## config.mk

```make
export PLATFORM = sky130hd
export DESIGN_NAME = imem_port_arbiter
export DESIGN_NICKNAME = d
export VERILOG_FILES = /design/src/rtl/imem_port_arbiter.sv
export SDC_FILE = /design/constraint.sdc
export NUM_CORES = 1
export LEC_CHECK = 0
export BUFFER_PORTS_ARGS = -buffer_cell sky130_fd_sc_hd__buf_2
export CORE_AREA = 2 2 91 93
export CTS_CLUSTER_DIAMETER = 80
export DETAILED_ROUTE_END_ITERATION = 16
export DIE_AREA = 0 0 93 95
export PLACE_DENSITY = 0.65
export REMOVE_ABC_BUFFERS = 1
export SYNTH_ARGS = -nofsm -noshare
export SYNTH_HDL_FRONTEND = slang
export SYNTH_SLANG_ARGS = --single-unit
```

## constraint.sdc

```tcl
create_clock -name clk -period 2 [get_ports clk]
set_input_delay 0.1 -clock clk [delete_from_list [all_inputs] [get_ports clk]]
set_output_delay 0.1 -clock clk [all_outputs]
set_load 0.005 [all_outputs]
```

## src/rtl/imem_port_arbiter.sv

```systemverilog
// ============================================================================
// Module   : imem_port_arbiter
// Shares the single-ported instruction memory between IF fetch reads and
// boot-time loader writes; sequences each access and drives the IF freeze.
// Revision : 1.0
// ============================================================================
`default_nettype none

module imem_port_arbiter #(
  parameter int MEM_LAT  = 2,
  parameter int LD_BURST = 4
) (
  input  logic        clk,
  input  logic        rst,
  input  logic        fetch_req_i,
  input  logic [31:0] fetch_addr_i,
  input  logic        fetch_flush_i,
  output logic        fetch_rvalid_o,
  output logic [31:0] fetch_rdata_o,
  output logic        freeze_o,
  input  logic        ld_req_i,
  input  logic [31:0] ld_addr_i,
  input  logic [31:0] ld_wdata_i,
  output logic        ld_done_o,
  output logic        mem_en_o,
  output logic        mem_we_o,
  output logic [31:0] mem_addr_o,
  output logic [31:0] mem_wdata_o,
  input  logic [31:0] mem_rdata_i
);

  localparam int CNT_W    = (MEM_LAT > 1) ? $clog2(MEM_LAT) : 1;
  localparam int STREAK_W = $clog2(LD_BURST + 1);
  localparam logic [CNT_W-1:0]    C_LAT_INIT = CNT_W'(MEM_LAT - 1);
  localparam logic [STREAK_W-1:0] C_BURST    = STREAK_W'(LD_BURST);

  typedef enum logic [1:0] {
    S_IDLE = 2'd0,
    S_RD   = 2'd1,
    S_WR   = 2'd2
  } state_t;

  state_t              state_q, state_d;
  logic [CNT_W-1:0]    lat_cnt_q, lat_cnt_d;
  logic [STREAK_W-1:0] ld_streak_q, ld_streak_d;
  logic                flush_pend_q, flush_pend_d;
  logic                ld_win_w;
  logic                unused_addr_lsbs;

  assign unused_addr_lsbs = ^{fetch_addr_i[1:0], ld_addr_i[1:0]};

  // The loader may only keep winning against a waiting fetch for LD_BURST grants.
  assign ld_win_w = ld_req_i & (~fetch_req_i | (ld_streak_q < C_BURST));

  always_ff @(posedge clk) begin
    if (rst) begin
      state_q      <= S_IDLE;
      lat_cnt_q    <= '0;
      ld_streak_q  <= '0;
      flush_pend_q <= 1'b0;
    end else begin
      state_q      <= state_d;
      lat_cnt_q    <= lat_cnt_d;
      ld_streak_q  <= ld_streak_d;
      flush_pend_q <= flush_pend_d;
    end
  end

  always_comb begin
    state_d        = state_q;
    lat_cnt_d      = lat_cnt_q;
    ld_streak_d    = ld_streak_q;
    flush_pend_d   = flush_pend_q;
    fetch_rvalid_o = 1'b0;
    fetch_rdata_o  = '0;
    ld_done_o      = 1'b0;
    mem_en_o       = 1'b0;
    mem_we_o       = 1'b0;
    mem_addr_o     = '0;
    mem_wdata_o    = '0;

    case (state_q)
      S_IDLE: begin
        if (ld_win_w) begin
          mem_en_o    = 1'b1;
          mem_we_o    = 1'b1;
          mem_addr_o  = {ld_addr_i[31:2], 2'b00};
          mem_wdata_o = ld_wdata_i;
          state_d     = S_WR;
          lat_cnt_d   = C_LAT_INIT;
          if (fetch_req_i && (ld_streak_q < C_BURST)) begin
            ld_streak_d = ld_streak_q + 1'b1;
          end
        end else if (fetch_req_i) begin
          mem_en_o    = 1'b1;
          mem_addr_o  = {fetch_addr_i[31:2], 2'b00};
          state_d     = S_RD;
          lat_cnt_d   = C_LAT_INIT;
          ld_streak_d = '0;
        end
      end
      S_RD: begin
        if (lat_cnt_q == '0) begin
          if (!(flush_pend_q || fetch_flush_i)) begin
            fetch_rvalid_o = 1'b1;
            fetch_rdata_o  = mem_rdata_i;
          end
          flush_pend_d = 1'b0;
          state_d      = S_IDLE;
        end else begin
          lat_cnt_d = lat_cnt_q - 1'b1;
          if (fetch_flush_i) begin
            flush_pend_d = 1'b1;
          end
        end
      end
      S_WR: begin
        if (lat_cnt_q == '0) begin
          ld_done_o = 1'b1;
          state_d   = S_IDLE;
        end else begin
          lat_cnt_d = lat_cnt_q - 1'b1;
        end
      end
      default: state_d = S_IDLE;
    endcase

    if (!fetch_req_i) begin
      ld_streak_d = '0;
    end

    // Outputs are combinational, so hold them quiet while reset is asserted.
    if (rst) begin
      fetch_rvalid_o = 1'b0;
      fetch_rdata_o  = '0;
      ld_done_o      = 1'b0;
      mem_en_o       = 1'b0;
      mem_we_o       = 1'b0;
      mem_addr_o     = '0;
      mem_wdata_o    = '0;
    end
  end

  assign freeze_o = fetch_req_i & ~fetch_rvalid_o;

endmodule

`default_nettype wire

```

==> summary.log <==
[grt] Overflow after GRT 0
[detailed_routing] overall routed net length 5600 µm
[worst_setup_path] CP Launch Point state_q[0]$_SDFFE_PP0P_
[cts] clock transition at the registers of the reported paths 0.04 ns
[worst_setup_path] ordered cell list for the critical path inv_1, ha_4, nand2b_4, nor2b_4, buf_12, a22o_1, buf_2
[sta] count of pins over their slew limit 0
[placed_design] Placed Area 2490 µm²
[detailed_routing] Vias/cell 4.01
[sta] post-route minimum period 1.82 ns
[run_status] outcome complete, no violations
[synth] number of enable-type register cells in the synthesized netlist 0
[worst_setup_path] Crit Reg-Reg Startpoint state_q[0]$_SDFFE_PP0P_
[worst_setup_path] maximum single-stage delay on the critical path 0.33 ns
[sta] endpoints failing hold 0
[detailed_routing] antenna-violating nets left 0
[worst_setup_path] end point of the critical path mem_addr_o[13]
[cts] CTS HTree Levels 1
[die] die outline height 95 µm
[run] Max-Cap Viols 0
[layout] area overhead of the layout relative to synthesis 99.0%
[synth] biggest area contributors in the synthesized netlist sky130_fd_sc_hd__and2_1, sky130_fd_sc_hd__a22o_1, sky130_fd_sc_hd__dfxtp_1
[worst_setup_path] Crit. End Element output port
[grt] total global-route track usage 9.75%
[detailed_routing] iteration-0 DRC count of the detailed router 60
[worst_setup_path] type of the worst setup path reg2out
[sta] worst clock skew on the final layout 0.00253 ns
[worst_setup_path] Critical Path Fanout Max 62
[worst_setup_path] destination of the worst register-to-register timing path state_q[1]$_SDFFE_PP0P_
[detailed_routing] First-pass DRT Iterations 4
[worst_setup_path] logic depth of the worst setup path including buffers 7
[die] Top-Level Pins 234
[cts] clock tree from TritonCTS yes
[sta] Post-Route Hold Slack 0.173 ns
[layout] Filler cells 855
[sta] Period Utilization, post-route 91.2%
[pwr] Static Leakage 1.57 nW
[cts] number of buffers inserted to repair setup after CTS 0
[sta] setup repair after global routing missed its margin false
[placed_design] HPWL after detailed placement 4720 µm
[worst_setup_path] worst-case reg-to-reg path depth 5
[sta] total negative setup slack 0 ns
[synth] flip-flop and latch count after synthesis 7
[sta] number of setup violations in the final report 0
[layout] nets 522
[grt] initial antenna violation count 0
[worst_setup_path] critical path required time 1.90 ns
[layout] diode insertion count for antenna repair 0
[detailed_routing] post-DR wirelength/cell 11.5 µm
[worst_setup_path] buffer and inverter count on the worst path 3
[grt] wire length of the first global-routing pass 7020 µm
[placed_design] worst setup slack after placement 0.255 ns
[pwr] total power per unit cell area 347 nW/µm²
[synth] dominant register cell in the synthesized netlist sky130_fd_sc_hd__dfxtp_1
[layout] layout cell share with drive strength beyond 1 63.4%
[cts] source-to-sink clock delay at the later pin of the worst-skew pair 0.23 ns
[synth] synth warn 0
[synth] fraction of the yosys area taken by sequential cells 10.9%
[worst_setup_path] category of cells accounting for the largest share of critical-path delay buffers and inverters
[cts] maximum count of clock buffers along a single path 2
[grt] number of global-route vias before repair 1468
[worst_setup_path] startpoint type of the worst setup path register
[layout] final core area utilization 32.1%
[die] Die Span X 93 µm
[worst_setup_path] cell type of the slowest stage on the worst timing path sky130_fd_sc_hd__dfxtp_1
[synth] share of synthesized registers carrying an async set or reset 0%
[sta] final critical-path setup slack 0.177 ns
[die] core area 7930 µm²
[placed_design] RD Place Congestion 0.734
[synth] count leader, synth sky130_fd_sc_hd__and2_1
[detailed_routing] number of DRC violations after detailed routing 0
[synth] cell type with the largest total area after synthesis sky130_fd_sc_hd__and2_1
[synth] Post-Syn Instances 163
[synth] Cell Area, Synth 1280 µm²
[layout] Sequential cell area 140 µm²
[pwr] IR drop worst, VDD 0.556 mV
[synth] most instantiated cells after synthesis sky130_fd_sc_hd__and2_1, sky130_fd_sc_hd__a22o_1, sky130_fd_sc_hd__dfxtp_1
[detailed_routing] number of vias after detailed routing 1958
[die] Rows 33
[synth] number of unique standard cell types used by synthesis 31
[synth] area fraction of the dominant cell type after synthesis 31.3%
[worst_setup_path] worst-case register-to-register setup slack 0.50 ns
[die] Die Outline Area 8840 µm²
[grt] largest net degree at the start of global routing 63
[die] effective utilization at floorplan 16.1%
[min_path] path type of the worst min-delay path in2reg
[layout] Layout Cell Area excl Fill 2550 µm²
[synth] Mean Syn Cell Area 7.85 µm²
[worst_setup_path] arrival time at the worst endpoint 1.72 ns
[sta] Peak Freq 548 MHz
[cts] CTS buffer count 3
[cts] clock tree root buffer cell sky130_fd_sc_hd__clkbuf_8
[cts] number of sinks driven by the clock tree 7
[placed_design] count of input and output buffers 227
[layout] area used by multi-input combinational logic 1040 µm²
logic make-up after synthesis:
| kind of cell | count (synthesis) | share of synthesized area (%) |
|---|---|---|
| AND/OR/NAND/NOR | 90 | 45.6 |
| adder cells (fa/ha/maj) | 5 | 4.89 |
| flip-flops | 7 | 10.9 |
| other | 1 | 0.293 |
| multiplexers | 2 | 1.76 |
| buffers and inverters | 18 | 9.77 |
| AO/OA/AOI/OAI | 40 | 26.7 |
layout make-up:
cell class,instances,area share (%)
clock buffers,4,1.77
inverters,3,0.442
multi-input cells,139,40.7
flip-flops and latches,7,5.50
well taps,105,5.16
repair buffers,230,46.5
cell usage in the layout, fill, tap and decap left out, types with 2 or more instances in the layout:
cell type	n
sky130_fd_sc_hd__buf_2	227
sky130_fd_sc_hd__and2_1	64
sky130_fd_sc_hd__a22o_1	26
sky130_fd_sc_hd__dfxtp_1	7
sky130_fd_sc_hd__nor2_1	6
sky130_fd_sc_hd__a21oi_1	6
sky130_fd_sc_hd__nand2b_1	5
sky130_fd_sc_hd__ha_1	4
sky130_fd_sc_hd__nor2b_1	3
sky130_fd_sc_hd__inv_1	3
sky130_fd_sc_hd__clkbuf_8	3
sky130_fd_sc_hd__a22o_4	2
sky130_fd_sc_hd__a32oi_1	2
sky130_fd_sc_hd__nor3b_1	2
sky130_fd_sc_hd__mux2_2	2
sky130_fd_sc_hd__nand3b_1	2
sky130_fd_sc_hd__nand3_1	2
sky130_fd_sc_hd__conb_1	2
sky130_fd_sc_hd__buf_12	2
timing repair:
item,4_1_cts,5_1_grt
gates resized for setup,1,1
setup endpoints to repair,3,25
hold buffers,0,0
pin swaps,0,0
report_power, final:
part           internal, W  switching (W)  leakage [nW]
combinational     0.000290       0.000223          1.49
clock             0.000138      0.0000632        0.0228
sequential        0.000154      0.0000164        0.0572
total             0.000582       0.000302          1.57
routing by layer:
metal | wire, µm | up-vias | track usage (%)
li1 | - | 997 | -
met1 | 2270 | 873 | 12.8
met2 | 2860 | 84 | 16.9
met3 | 421 | 4 | 1.20
met4 | 50 | 0 | 2.57
met5 | 0 | - | 0
worst min path at each step:
stage	startpoint	depth (start not counted)	end
2_1_floorplan	rst	1	lat_cnt_q$_SDFFE_PP0P_
3_5_place_dp	rst	2	lat_cnt_q$_SDFFE_PP0P_
5_1_grt	rst	2	lat_cnt_q$_SDFFE_PP0P_
4_1_cts	rst	2	lat_cnt_q$_SDFFE_PP0P_
3_3_place_gp	rst	2	lat_cnt_q$_SDFFE_PP0P_
6_report	rst	2	lat_cnt_q$_SDFFE_PP0P_
through the flow:
| step | instances | power (W) |
|---|---|---|
| 2_1_floorplan | 149 | 0.000394 |
| 3_3_place_gp | 484 | 0.000661 |
| 3_5_place_dp | 484 | 0.000671 |
| 4_1_cts | 488 | 0.000881 |
| 5_1_grt | 488 | 0.000951 |
| 6_report | 488 | 0.000884 |
sequential cells by signal (all words and copies together), names as in the netlist:
signal,count
flush_pend_q,1
lat_cnt_q,1
ld_streak_q,3
state_q,2
worst reg2reg max path: cells and delay by family (launching register included):
family	cells	cell delay, ns
muxes	1	0.36
DFF	1	0.37
and+or+nand+nor	1	0.16
AOI/OAI and AO/OA	1	0.19
buffers and inverters	1	0.11
adders and majority gates	1	0.21
(Power assumes the default switching activity.)
